File: config.mk
export PLATFORM = sky130hd
export DESIGN_NAME = hazard_ctrl
export DESIGN_NICKNAME = d
export VERILOG_FILES = /design/src/rtl/hazard_pkg.sv /design/src/rtl/hazard_fwd_select.sv /design/src/rtl/hazard_ctrl.sv
export SDC_FILE = /design/constraint.sdc
export NUM_CORES = 1
export LEC_CHECK = 0
export CELL_PAD_IN_SITES_DETAIL_PLACEMENT = 0
export CELL_PAD_IN_SITES_GLOBAL_PLACEMENT = 2
export CORE_MARGIN = 4
export CORE_UTILIZATION = 39
export CTS_CLUSTER_SIZE = 40
export DETAILED_ROUTE_END_ITERATION = 7
export DONT_BUFFER_PORTS = 1
export PLACE_DENSITY = 0.86
export SYNTH_ARGS = -nofsm -noshare
export SYNTH_HDL_FRONTEND = slang
export SYNTH_SLANG_ARGS = --single-unit
export TNS_END_PERCENT = 50
File: constraint.sdc
create_clock -name CLK -period 5 [get_ports CLK]
set_input_delay 1.25 -clock CLK [delete_from_list [all_inputs] [get_ports CLK]]
set_output_delay 1.25 -clock CLK [all_outputs]
set_load 0.02 [all_outputs]
File: src/rtl/hazard_pkg.sv
// Shared types for the pipeline hazard/stall controller.
package hazard_pkg;

   typedef enum logic [1:0] {
      RUN   = 2'd0,
      DWAIT = 2'd1,
      HALT  = 2'd2
   } state_t;

   // Forward-select width for the default two-source configuration.
   localparam int FWD_DEPTH_DEF = 2;
   localparam int FSEL_W        = $clog2(FWD_DEPTH_DEF + 1);
   typedef logic [FSEL_W-1:0] fwd_sel_t;

   // One bundle for every pipeline-register enable.
   typedef struct packed {
      logic pc;
      logic ifid;
      logic idex;
      logic exmem;
      logic memwb;
   } stage_en_t;

   localparam stage_en_t EN_NONE = 5'b00000;
   localparam stage_en_t EN_ALL  = 5'b11111;

endpackage

File: src/rtl/hazard_fwd_select.sv
// Priority encoder choosing the nearest forward source for one EX operand.
module fwd_select
   import hazard_pkg::*;
#(
   parameter  int REG_W     = 5,
   parameter  int FWD_DEPTH = 2,
   localparam int SEL_W     = $clog2(FWD_DEPTH + 1)
) (
   input  logic [REG_W-1:0]           i_src,
   input  logic [FWD_DEPTH*REG_W-1:0] i_fwd_dst,
   input  logic [FWD_DEPTH-1:0]       i_fwd_regw,
   output logic [SEL_W-1:0]           o_sel
);

   // Walk from farthest to nearest so the smallest matching index wins; r0 never forwards.
   always_comb begin
      o_sel = {SEL_W{1'b0}};
      for (int i = FWD_DEPTH - 1; i >= 0; i--) begin
         if (i_fwd_regw[i] &&
             (i_fwd_dst[i*REG_W +: REG_W] != {REG_W{1'b0}}) &&
             (i_fwd_dst[i*REG_W +: REG_W] == i_src)) begin
            o_sel = SEL_W'(i + 1);
         end else begin
            o_sel = o_sel;
         end
      end
   end

endmodule

File: src/rtl/hazard_ctrl.sv
// Pipeline hazard and stall controller: stage enables, flushes, forward selects,
// data-memory wait, sticky halt and saturating stall/flush counters.
module hazard_ctrl
   import hazard_pkg::*;
#(
   parameter  int REG_W     = 5,
   parameter  int FWD_DEPTH = 2,
   parameter  int CNT_W     = 16,
   localparam int FSEL_W    = $clog2(FWD_DEPTH + 1)
) (
   input  logic                       CLK,
   input  logic                       RST,
   input  logic [REG_W-1:0]           id_rs,
   input  logic [REG_W-1:0]           id_rt,
   input  logic                       id_uses_rs,
   input  logic                       id_uses_rt,
   input  logic [REG_W-1:0]           ex_rs,
   input  logic [REG_W-1:0]           ex_rt,
   input  logic [REG_W-1:0]           ex_dst,
   input  logic                       ex_memread,
   input  logic [FWD_DEPTH*REG_W-1:0] fwd_dst,
   input  logic [FWD_DEPTH-1:0]       fwd_regw,
   input  logic                       ihit,
   input  logic                       dhit,
   input  logic                       dmem_req,
   input  logic                       branch_taken,
   input  logic                       jump,
   input  logic                       halt_in,
   output logic                       pc_en,
   output logic                       ifid_en,
   output logic                       idex_en,
   output logic                       exmem_en,
   output logic                       memwb_en,
   output logic                       ifid_flush,
   output logic                       idex_flush,
   output logic [FSEL_W-1:0]          fwd_a_sel,
   output logic [FSEL_W-1:0]          fwd_b_sel,
   output logic                       halted,
   output logic [CNT_W-1:0]           stall_cnt,
   output logic [CNT_W-1:0]           flush_cnt
);

   state_t            r_state;
   state_t            w_next_state;
   logic              r_flush_pend;
   logic              w_flush_pend_nxt;
   stage_en_t         w_en;
   logic              w_ifid_flush;
   logic              w_idex_flush;
   logic              w_flush_inc;
   logic              w_rules;
   logic              w_lu;
   logic              w_redirect;
   logic              r_halted;
   logic [CNT_W-1:0]  r_stall_cnt;
   logic [CNT_W-1:0]  r_flush_cnt;
   logic [FSEL_W-1:0] w_fwd_a;
   logic [FSEL_W-1:0] w_fwd_b;

   function automatic logic [CNT_W-1:0] sat_inc(input logic [CNT_W-1:0] v, input logic inc);
      if (inc && (v != {CNT_W{1'b1}})) begin
         return v + CNT_W'(1);
      end else begin
         return v;
      end
   endfunction

   fwd_select #(.REG_W(REG_W), .FWD_DEPTH(FWD_DEPTH)) u_fwd_a (
      .i_src      (ex_rs),
      .i_fwd_dst  (fwd_dst),
      .i_fwd_regw (fwd_regw),
      .o_sel      (w_fwd_a)
   );

   fwd_select #(.REG_W(REG_W), .FWD_DEPTH(FWD_DEPTH)) u_fwd_b (
      .i_src      (ex_rt),
      .i_fwd_dst  (fwd_dst),
      .i_fwd_regw (fwd_regw),
      .o_sel      (w_fwd_b)
   );

   assign w_lu = ex_memread && (ex_dst != {REG_W{1'b0}}) &&
                 ((id_uses_rs && (ex_dst == id_rs)) || (id_uses_rt && (ex_dst == id_rt)));
   assign w_redirect = branch_taken || jump;

   // Next-state and per-cycle enable/flush decision; DWAIT reuses the RUN rules on its dhit cycle.
   always_comb begin
      w_en             = EN_NONE;
      w_ifid_flush     = 1'b0;
      w_idex_flush     = 1'b0;
      w_flush_inc      = 1'b0;
      w_next_state     = r_state;
      w_flush_pend_nxt = r_flush_pend;
      w_rules          = 1'b0;
      case (r_state)
         RUN:     w_rules = 1'b1;
         DWAIT:   w_rules = dhit;
         HALT:    w_rules = 1'b0;
         default: begin
            w_rules      = 1'b0;
            w_next_state = RUN;
         end
      endcase
      if (w_rules) begin
         w_next_state = RUN;
         if (halt_in) begin
            w_next_state = HALT;
         end else if (dmem_req && !dhit) begin
            w_next_state = DWAIT;
         end else if (w_redirect) begin
            w_en         = EN_ALL;
            w_ifid_flush = 1'b1;
            w_idex_flush = branch_taken;
            w_flush_inc  = 1'b1;
            if (!ihit) begin
               w_flush_pend_nxt = 1'b1;
            end else begin
               w_flush_pend_nxt = r_flush_pend;
            end
         end else if (w_lu) begin
            w_en         = EN_ALL;
            w_en.pc      = 1'b0;
            w_en.ifid    = 1'b0;
            w_idex_flush = 1'b1;
         end else if (!ihit) begin
            w_en         = EN_ALL;
            w_en.pc      = 1'b0;
            w_ifid_flush = 1'b1;
         end else begin
            w_en = EN_ALL;
            if (r_flush_pend) begin
               w_ifid_flush     = 1'b1;
               w_flush_pend_nxt = 1'b0;
            end else begin
               w_ifid_flush = 1'b0;
            end
         end
      end else begin
         w_en = EN_NONE;
      end
   end

   // State, pending wrong-path flush, sticky halt flag and saturating counters.
   always_ff @(posedge CLK or posedge RST) begin
      if (RST) begin
         r_state      <= RUN;
         r_flush_pend <= 1'b0;
         r_halted     <= 1'b0;
         r_stall_cnt  <= {CNT_W{1'b0}};
         r_flush_cnt  <= {CNT_W{1'b0}};
      end else begin
         r_state      <= w_next_state;
         r_flush_pend <= w_flush_pend_nxt;
         r_halted     <= (w_next_state == HALT);
         r_stall_cnt  <= sat_inc(r_stall_cnt, !w_en.pc && (r_state != HALT));
         r_flush_cnt  <= sat_inc(r_flush_cnt, w_flush_inc);
      end
   end

   // Everything the datapath sees is held quiet while reset is asserted.
   assign pc_en      = w_en.pc    & ~RST;
   assign ifid_en    = w_en.ifid  & ~RST;
   assign idex_en    = w_en.idex  & ~RST;
   assign exmem_en   = w_en.exmem & ~RST;
   assign memwb_en   = w_en.memwb & ~RST;
   assign ifid_flush = w_ifid_flush & ~RST;
   assign idex_flush = w_idex_flush & ~RST;
   assign fwd_a_sel  = RST ? {FSEL_W{1'b0}} : w_fwd_a;
   assign fwd_b_sel  = RST ? {FSEL_W{1'b0}} : w_fwd_b;
   assign halted     = r_halted;
   assign stall_cnt  = r_stall_cnt;
   assign flush_cnt  = r_flush_cnt;

endmodule
# ---- Word-level counts from Yosys, hierarchy flattened
# Cells that the tools add are included.
dict set report totals {
  reg_bits 36
  latch_bits 0
  ramBits 0
  romBits 0
  input_bits 48
  output_inout_bits 44
  word_cells 93
  memories 0
}
dict set report op_classes {
  add_sub_neg 2
  multipliers 0
  div 0
  order_cmp 0
  eq_ne 14
  shift 0
  n_mux 37
  n_bitwise 10
  reduce_logical 25
}
# op count
set ops {}
lappend ops {{$add 16x1->16 const B} 2}
lappend ops {{$ne 16x16->1 const B} 2}
lappend ops {{$eq 5x5->1} 6}
lappend ops {{$mux 5} 6}
lappend ops {{$mux 1} 21}
lappend ops {{$mux 2} 9}
lappend ops {{$reduce_bool 5->1} 3}
lappend ops {{$logic_and 1x1->1} 14}
lappend ops {{$and 1x1->1} 7}
lappend ops {{$reduce_and 6->1} 1}
lappend ops {{$eq 2x2->1 const B} 2}
lappend ops {{$ne 2x2->1 const B} 2}
lappend ops {{$not 1->1} 3}
lappend ops {{$reduce_or 3->1} 1}
lappend ops {{$eq 2x1->1 const B} 1}
lappend ops {{$logic_not 1->1} 2}
lappend ops {{$logic_not 2->1} 1}
lappend ops {{$logic_or 1x1->1} 2}
lappend ops {{$ne 2x1->1 const B} 1}
lappend ops {{$pmux 1 s2} 1}
lappend ops {{$reduce_bool 2->1} 1}

# ---- Depth between registers and ports, before layout
dict set report logic_depth {
  depth_word 12
  ltp_mapped 8
  mapped_depth_nobuf 7
}

# ---- Hierarchy
# A second synthesis with hierarchy kept.
dict set report unflattened {
  hier_cells 219
  hier_area_um2 2198.4
}
# mod n_inst cells_each area_per_inst_um2 seq_area_each_um2
set modules_own_cells {}
lappend modules_own_cells {hazard_ctrl 1 179 1895.6 900.9}
lappend modules_own_cells {fwd_select 2 20 151.4 0.0}

# ---- Worst setup path after synthesis
# No wires, ideal clock.
dict set report synth_timing {
  path_type {input-to-output}
  from {input port RST}
  to {output port fwd_a_sel[1]}
  arrival_time_ns 3.395
  required_time_ns 3.750
  slack_ns 0.355
  stages 4
  path_buffers 0
  cell_sequence {inv_1 o211ai_1 or4_1 nor4_1}
}
dict set report synth_via {
  elab_chain_cells 1
}
# element line
set synth_lines {}
lappend synth_lines {{start: declaration} hazard_ctrl.sv:12} ;# input logic RST,
lappend synth_lines {{$mux 2} hazard_ctrl.sv:168} ;# assign fwd_a_sel = RST ? {FSEL_W{1'b0}} : w_fwd_a;
lappend synth_lines {{end: declaration} hazard_ctrl.sv:36} ;# output logic [FSEL_W-1:0] fwd_a_sel,
# Every way passes these cells.

# ---- Final worst setup path
dict set report layout_timing {
  from {input port fwd_dst[0]}
  to {output port fwd_a_sel[1]}
}
dict set report layout_via {
  elab_chain_cells 5
  elab_cells_between_ends 6
}
# element line
set layout_lines {}
lappend layout_lines {{start: declaration} hazard_ctrl.sv:21} ;# input logic [FWD_DEPTH*REG_W-1:0] fwd_dst,
lappend layout_lines {{$reduce_bool 5->1} hazard_fwd_select.sv:20} ;# (i_fwd_dst[i*REG_W +: REG_W] != {REG_W{1'b0}}) &&
lappend layout_lines {{$logic_and 1x1->1} hazard_fwd_select.sv:19} ;# if (i_fwd_regw[i] &&
lappend layout_lines {{$logic_and 1x1->1 (*)} hazard_fwd_select.sv:20}
lappend layout_lines {{$mux 2 (*)} hazard_fwd_select.sv:19}
lappend layout_lines {{$mux 2 (*)} hazard_ctrl.sv:168}
# Mark *: on every way between the ends. The rest lies on a longest branch, timed or not.

==> metrics.md <==
| Metric | Value |
|---|---|
| Met3 Usage GRT | 0.0624 |
| Vias post-DR | 1,591 |
| Unique masters post-synth | 38 |
| Number of H-tree levels | 2 |
| Power Dens Cells | about 270 mW/mm2 |
| CP Launch Type | input pin |
| Hold Vio Cnt, Final | 0 |
| Area growth syn-to-layout | 9.22% |
| MaxCap Viol Count | 0 |
| Pleak | 1.07 nW |
| Slew headroom | 0.385 |
| DR vias/cell | 5.23 |
| Gpl congestion | 0.833 |
| DIE AREA | 0.00686 mm2 |
| Fin nets | between 200 and 300 |
| Clock Tree Buf Depth | 2 |
| GRT Util Overall | 0.140 |
| GR Util met1 | 0.162 |
| Crit. End Element | primary output |
| FMAX | 0.252 GHz |
| Post-CTS Setup Inserts | 0 |
| Vias in the first global route | between 1,500 and 2,000 |
| Initial Utilization | 0.415 |
| Initial antenna violation count | 0 |
| Cell with the most instances after synthesis | dfrtp_1 |
| Highest fanout seen on the critical path | 4 |
| Mapped Nets | around 280 |
| CP Class | in -> out |
| Skew final | between 0.009 and 0.01 ns |
| Post-CTS Hold Fix Bufs | 0 |
| Pin slew with the least headroom to its limit | 0.913 ns |
| Post-DP HPWL | between 3000 and 4000 um |
| Status | completed |
| Multi-input gate area | 0.00122 mm2 |
| Worst min path class | reg -> reg |
| 1st-pass router iterations | 4 |
| Number of synthesized register bits | 36 |
| Crit share post-route | 0.795 |
| Post-synth top cells | dfrtp_1, xnor2_1, xor2_1 |
| Routed len/inst | 15.3 um |
| Routed wire length | between 4000 and 5000 um |
| Die outline height | roughly 83 um |
| I/O pin count | 92 |
| Site row count | 26 |
| Post-Syn Area | 0.00218 mm2 |
| Final min period | 3.97 ns |
| CTS Root Cell | clkbuf_8 |
| ANT nets after route | 0 |
| Reg area | 901 um2 |
| RSZ-0062 raised after global routing | no |
| Max Slew Vio Count | 0 |
| Fin Hold WS | 0.484 ns |
| Cts bufs inserted | 5 |
| CTS tree | done |
| Area contributors post-synth | dfrtp_1, xnor2_1, xor2_1, nor2_1, nand3_1 |
| Clk_lat worst skew | 0.29 ns |
| Die Width | 82.8 um |
| GR Overflow Total | 0 |
| Area leader, netlist | dfrtp_1 |
| M2 GR Usage | 0.227 |
| Max IR drop VDD | 237 uV |
| Yosys top cell area share | 0.412 |
| Final-report setup violation count | 0 |
| EDFF count, synth | 0 |
| Mapped Avg Cell Area | 9.67 um2 |
| Initial DRC count | 43 |
| Synth warn | 0 |
| Pin count of the biggest net entering global routing | 37 |
| Syn Inst Count | 226 |
| Busiest metal layer after global routing | met2 |
| Clk slew on worst S/H paths | 0.07 ns |
| Crit path DAT | 2.72 ns |
| First-pass GRT wire length | 7940 um |
| Ys flop type | dfrtp_1 |
| CORE AREA | 0.00527 mm2 |
| Layout cells sized above 1 | 0.103 |
| Clock sink total | 36 |
| CP required | approximately 3.8 ns |
| Fin Setup TNS | 0 ns |
| Number of remaining DRC errors | 0 |
| Fill count | roughly 550 |
| Register area share after synthesis | 0.412 |
| N_diodes | 0 |
| Post-CTS sizing | 0 |
| Async set or reset register ratio after synthesis | 1.00 |
| Port bufs | 0 |
-- where the power goes --
group	switching (mW)	internal, mW
clock	0.108	0.148
combinational	0.0271	0.0326
sequential	0.0348	0.304
-- final cells by class --
cell class | instances | share of cell area
flip-flops and latches | 36 | 0.378
multi-input cells | 178 | 0.512
clock buffers | 5 | 0.0288
repair buffers | 5 | 0.0157
well taps | 70 | 0.0367
inverters | 7 | 0.0110
clock inverters | 3 | 0.0178
-- per-layer routing --
layer  vias to the layer above  wire length (um)
met3                         5               423
met4                         0                62
li1                        790                 -
met1                       741              1930
met2                        55              2240
met5                         -                 0
-- through the flow --
step	setup WS [ns]	std cells	power (mW)	utilization	cell area, um2
after global routing	0.858	304	0.696	0.453	2390
final	1.03	304	0.654	0.453	2390
after floorplan	0.355	226	0.392	-	2180
after global placement	1.08	296	0.404	0.432	2270
after CTS	1.01	304	0.664	0.453	2390
after detailed placement	1.00	296	0.405	0.432	2270
-- logic make-up (layout without fill, tap and decap cells) --
logic type      count (synthesis)  in the layout  share of synthesized area
compound gates                 20             20                     0.0750
xor+xnor                       60             60                      0.241
fa+ha+maj                       2              2                     0.0115
buf+inv                        12             20                     0.0281
flops                          36             36                      0.412
mux                             2              2                     0.0103
simple gates                   94             94                      0.222
-- layout by cell type (no fill, tap or decap), types with 2 or more instances in the layout --
cell,instances
a21boi_0,2
a21oi_1,4
and3_1,4
and4_1,2
buf_4,5
clkbuf_8,5
dfrtp_1,36
ha_1,2
inv_1,7
mux2_2,2
nand2_1,15
nand2b_1,2
nand3_1,13
nand4_1,9
nor2_1,23
nor3_1,11
nor3_2,2
nor4_1,4
o211ai_1,2
o21ai_0,3
or2_2,2
or4_1,4
xnor2_1,31
xor2_1,29
-- final timing paths --
path                                           from  slack (ns)  cells past startpoint                       end
max                                      fwd_dst[0]        1.03                      5              fwd_a_sel[1]
min                            r_state[1]$_DFF_PP0_        0.48                      1      r_state[0]$_DFF_PP0_
max reg2reg                stall_cnt[4]$_DFFE_PP0P_        2.55                      5  stall_cnt[1]$_DFFE_PP0P_
min reg2reg                    r_state[1]$_DFF_PP0_        0.48                      1      r_state[0]$_DFF_PP0_
max in group asynchronous                       RST        3.69                      2      r_state[1]$_DFF_PP0_
min in group asynchronous                       RST        0.98                      2      r_state[0]$_DFF_PP0_
-- critical path, stage by stage --
cell     delay [ns]
or4_1          0.49
o21ai_0        0.37
nor3_1         0.11
nor4_1         0.30
buf_4          0.19
-- sequential cells by signal, indices dropped and copies added, names as in the netlist --
register      flops
r_state           2
halted            1
r_flush_pend      1
stall_cnt        16
flush_cnt        16
No activity file was read; power rests on OpenSTA's default activity.
==> variant (same settings) <==
Re-encode `state_t` (3 states) as one-hot, 3 bits wide.
--- a/src/rtl/hazard_pkg.sv
+++ b/src/rtl/hazard_pkg.sv
@@ -2,8 +2,8 @@
 package hazard_pkg;
 
-   typedef enum logic [1:0] {
-      RUN   = 2'd0,
-      DWAIT = 2'd1,
-      HALT  = 2'd2
+   typedef enum logic [2:0] {
+      RUN   = 3'b001,
+      DWAIT = 3'b010,
+      HALT  = 3'b100
    } state_t;
 
Formal check against the unedited RTL: no difference found for any inputs over 10 cycles, from zero or initial values and one cycle with RST high; not proved beyond that.
==> variant against the original RTL <==
Synthesized area grew 3.7%. Non-clock buffer count shrank 1. Wire length grew 9.0%. Die area grew 3.3%. Design area grew 2.8%. Worst hold slack gained 0.051 ns. Worst setup slack lost 0.035 ns. First-iteration DRC count grew 2.3%. Sequential cell count grew 1.
Power is not compared: it rests on default switching activity, and its combinational part moved more than twofold at a synthesized area within 25%.
==> variant: results (changes against the original RTL) <==
metric	value	unit	change
Max Buffers Root-to-Sink	2		unchanged
status	complete, no violations		unchanged
count of different cell masters after synthesis	40		was 38
Clock Skew	0.01013	ns	was 0.009020 ns
global router's overall resource usage	14.74	%	was 14.00%
LEAKAGE	1.054	nW	
synthesized net count	277		was 276
gpl congestion	0.7725		was 0.8328
post-CTS setup buffer count	0		unchanged
Final HPWL DP	3993	µm	was 3662 µm
most frequent cells after synthesis	xnor2_1, dfrtp_1, xor2_1		was dfrtp_1, xnor2_1, xor2_1
Tightest Hold Check Type	reg -> reg		unchanged
Port Buffer Count	0		unchanged
Synth area leaders	dfrtp_1, xnor2_1, xor2_1		unchanged
first-pass GRT wire length	8535	µm	was 7935 µm
Tightest Pin Transition	0.9136	ns	was 0.9135 ns
CTS clk-pin slew, worst paths	0.07	ns	about the same
worst skew pair latency	0.29	ns	about the same
Worst Path Arrival	2.76	ns	was 2.72 ns
TritonRoute pass-1 iters	4		unchanged
Clock Tree Root	clkbuf_8		unchanged
routed vias/inst	5.553		was 5.234
share of cells above drive strength 1	8.861	%	was 10.26%
post-cts resize count	0		unchanged
initial antenna violation count	0		unchanged
CP max FO	4		unchanged
IR drop worst, VDD	0.0002215	V	
DRT iter0 DRCs	44		was 43
number of CTS-inserted buffers	5		unchanged
Seq/Total Area, Yosys	40.94	%	was 41.24%
H-tree Lvls	2		unchanged
fin nets	286		was 283
vias in the first global route	1840		was 1658
FFs w/ async S/R, synth	100.0	%	unchanged
largest net degree at the start of global routing	39		was 37
Power Internal	0.5809	mW	
yosys warns	0		unchanged
ANT cells	0		unchanged
drt wl/cell	16.43	µm	was 15.32 µm
==> variant: cell type report <==
type                            count  area [µm²]
Inverter                            9       33.78
Timing Repair Buffer                4       30.03
Tap cell                           72       90.09
Clock buffer                        6       72.57
Fill cell                         551        3122
Sequential cell                    37       927.1
Multi-Input combinational cell    179        1289
Clock inverter                      2       10.01
==> variant: critical path: stages <==
cell and delay [ns]:
or4_1 0.51, o21ai_0 0.34, nor3_1 0.11, nor4_1 0.34, buf_4 0.20
==> variant: through the flow <==
step / area (µm²) / hold WS [ns] / cells / total power [mW] / setup slack, ns
3_3_place_gp: 2370 / 0.5206 / 301 / 0.7805 / 1.053
2_1_floorplan: 2265 / 0.5009 / 227 / 0.7208 / 0.3195
6_report: 2452 / 0.5346 / 309 / 0.9766 / 0.9918
4_1_cts: 2452 / 0.5384 / 309 / 0.9921 / 1.001
5_1_grt: 2452 / 0.5531 / 309 / 1.049 / 0.8355
3_5_place_dp: 2370 / 0.5297 / 301 / 0.7868 / 1.001
==> variant: power groups by stage <==
| stage | clock network, mW | logic (mW) | registers, mW |
|---|---|---|---|
| after CTS | 0.210 | 0.263 | 0.519 |
| after detailed placement | 0 | 0.262 | 0.524 |
| final | 0.202 | 0.259 | 0.516 |
| after floorplan | 0 | 0.223 | 0.498 |
| after global placement | 0 | 0.259 | 0.522 |
| after global routing | 0.226 | 0.290 | 0.533 |
==> variant: logic make-up after synthesis <==
| logic type | synth area share (%) |
|---|---|
| compound gates | 8.398 |
| flops | 40.94 |
| mux | 1.160 |
| buf+inv | 2.154 |
| simple gates | 22.65 |
| xor+xnor | 23.59 |
| fa+ha+maj | 1.105 |
==> variant: worst paths after layout <==
| path | start | slack, ns | end | depth (start not counted) |
|---|---|---|---|---|
| max | fwd_dst[0] | 0.99 | fwd_b_sel[1] | 5 |
| max reg2reg | stall_cnt[0] | 2.36 | stall_cnt[1] | 6 |
| min reg2reg | r_flush_pend | 0.53 | r_flush_pend | 2 |
| min in group asynchronous | RST | 1.00 | stall_cnt[15] | 2 |
| max in group asynchronous | RST | 3.65 | r_state[0] | 2 |
| min | r_flush_pend | 0.53 | r_flush_pend | 2 |
==> variant: metal layers <==
metal / up-vias / global-route usage, % / wire length (µm)
met1: 813 / 16.06 / 2010
met5: - / 0 / 0
li1: 825 / - / -
met4: 0 / 3.509 / 42
met2: 74 / 25.75 / 2532
met3: 4 / 7.164 / 491
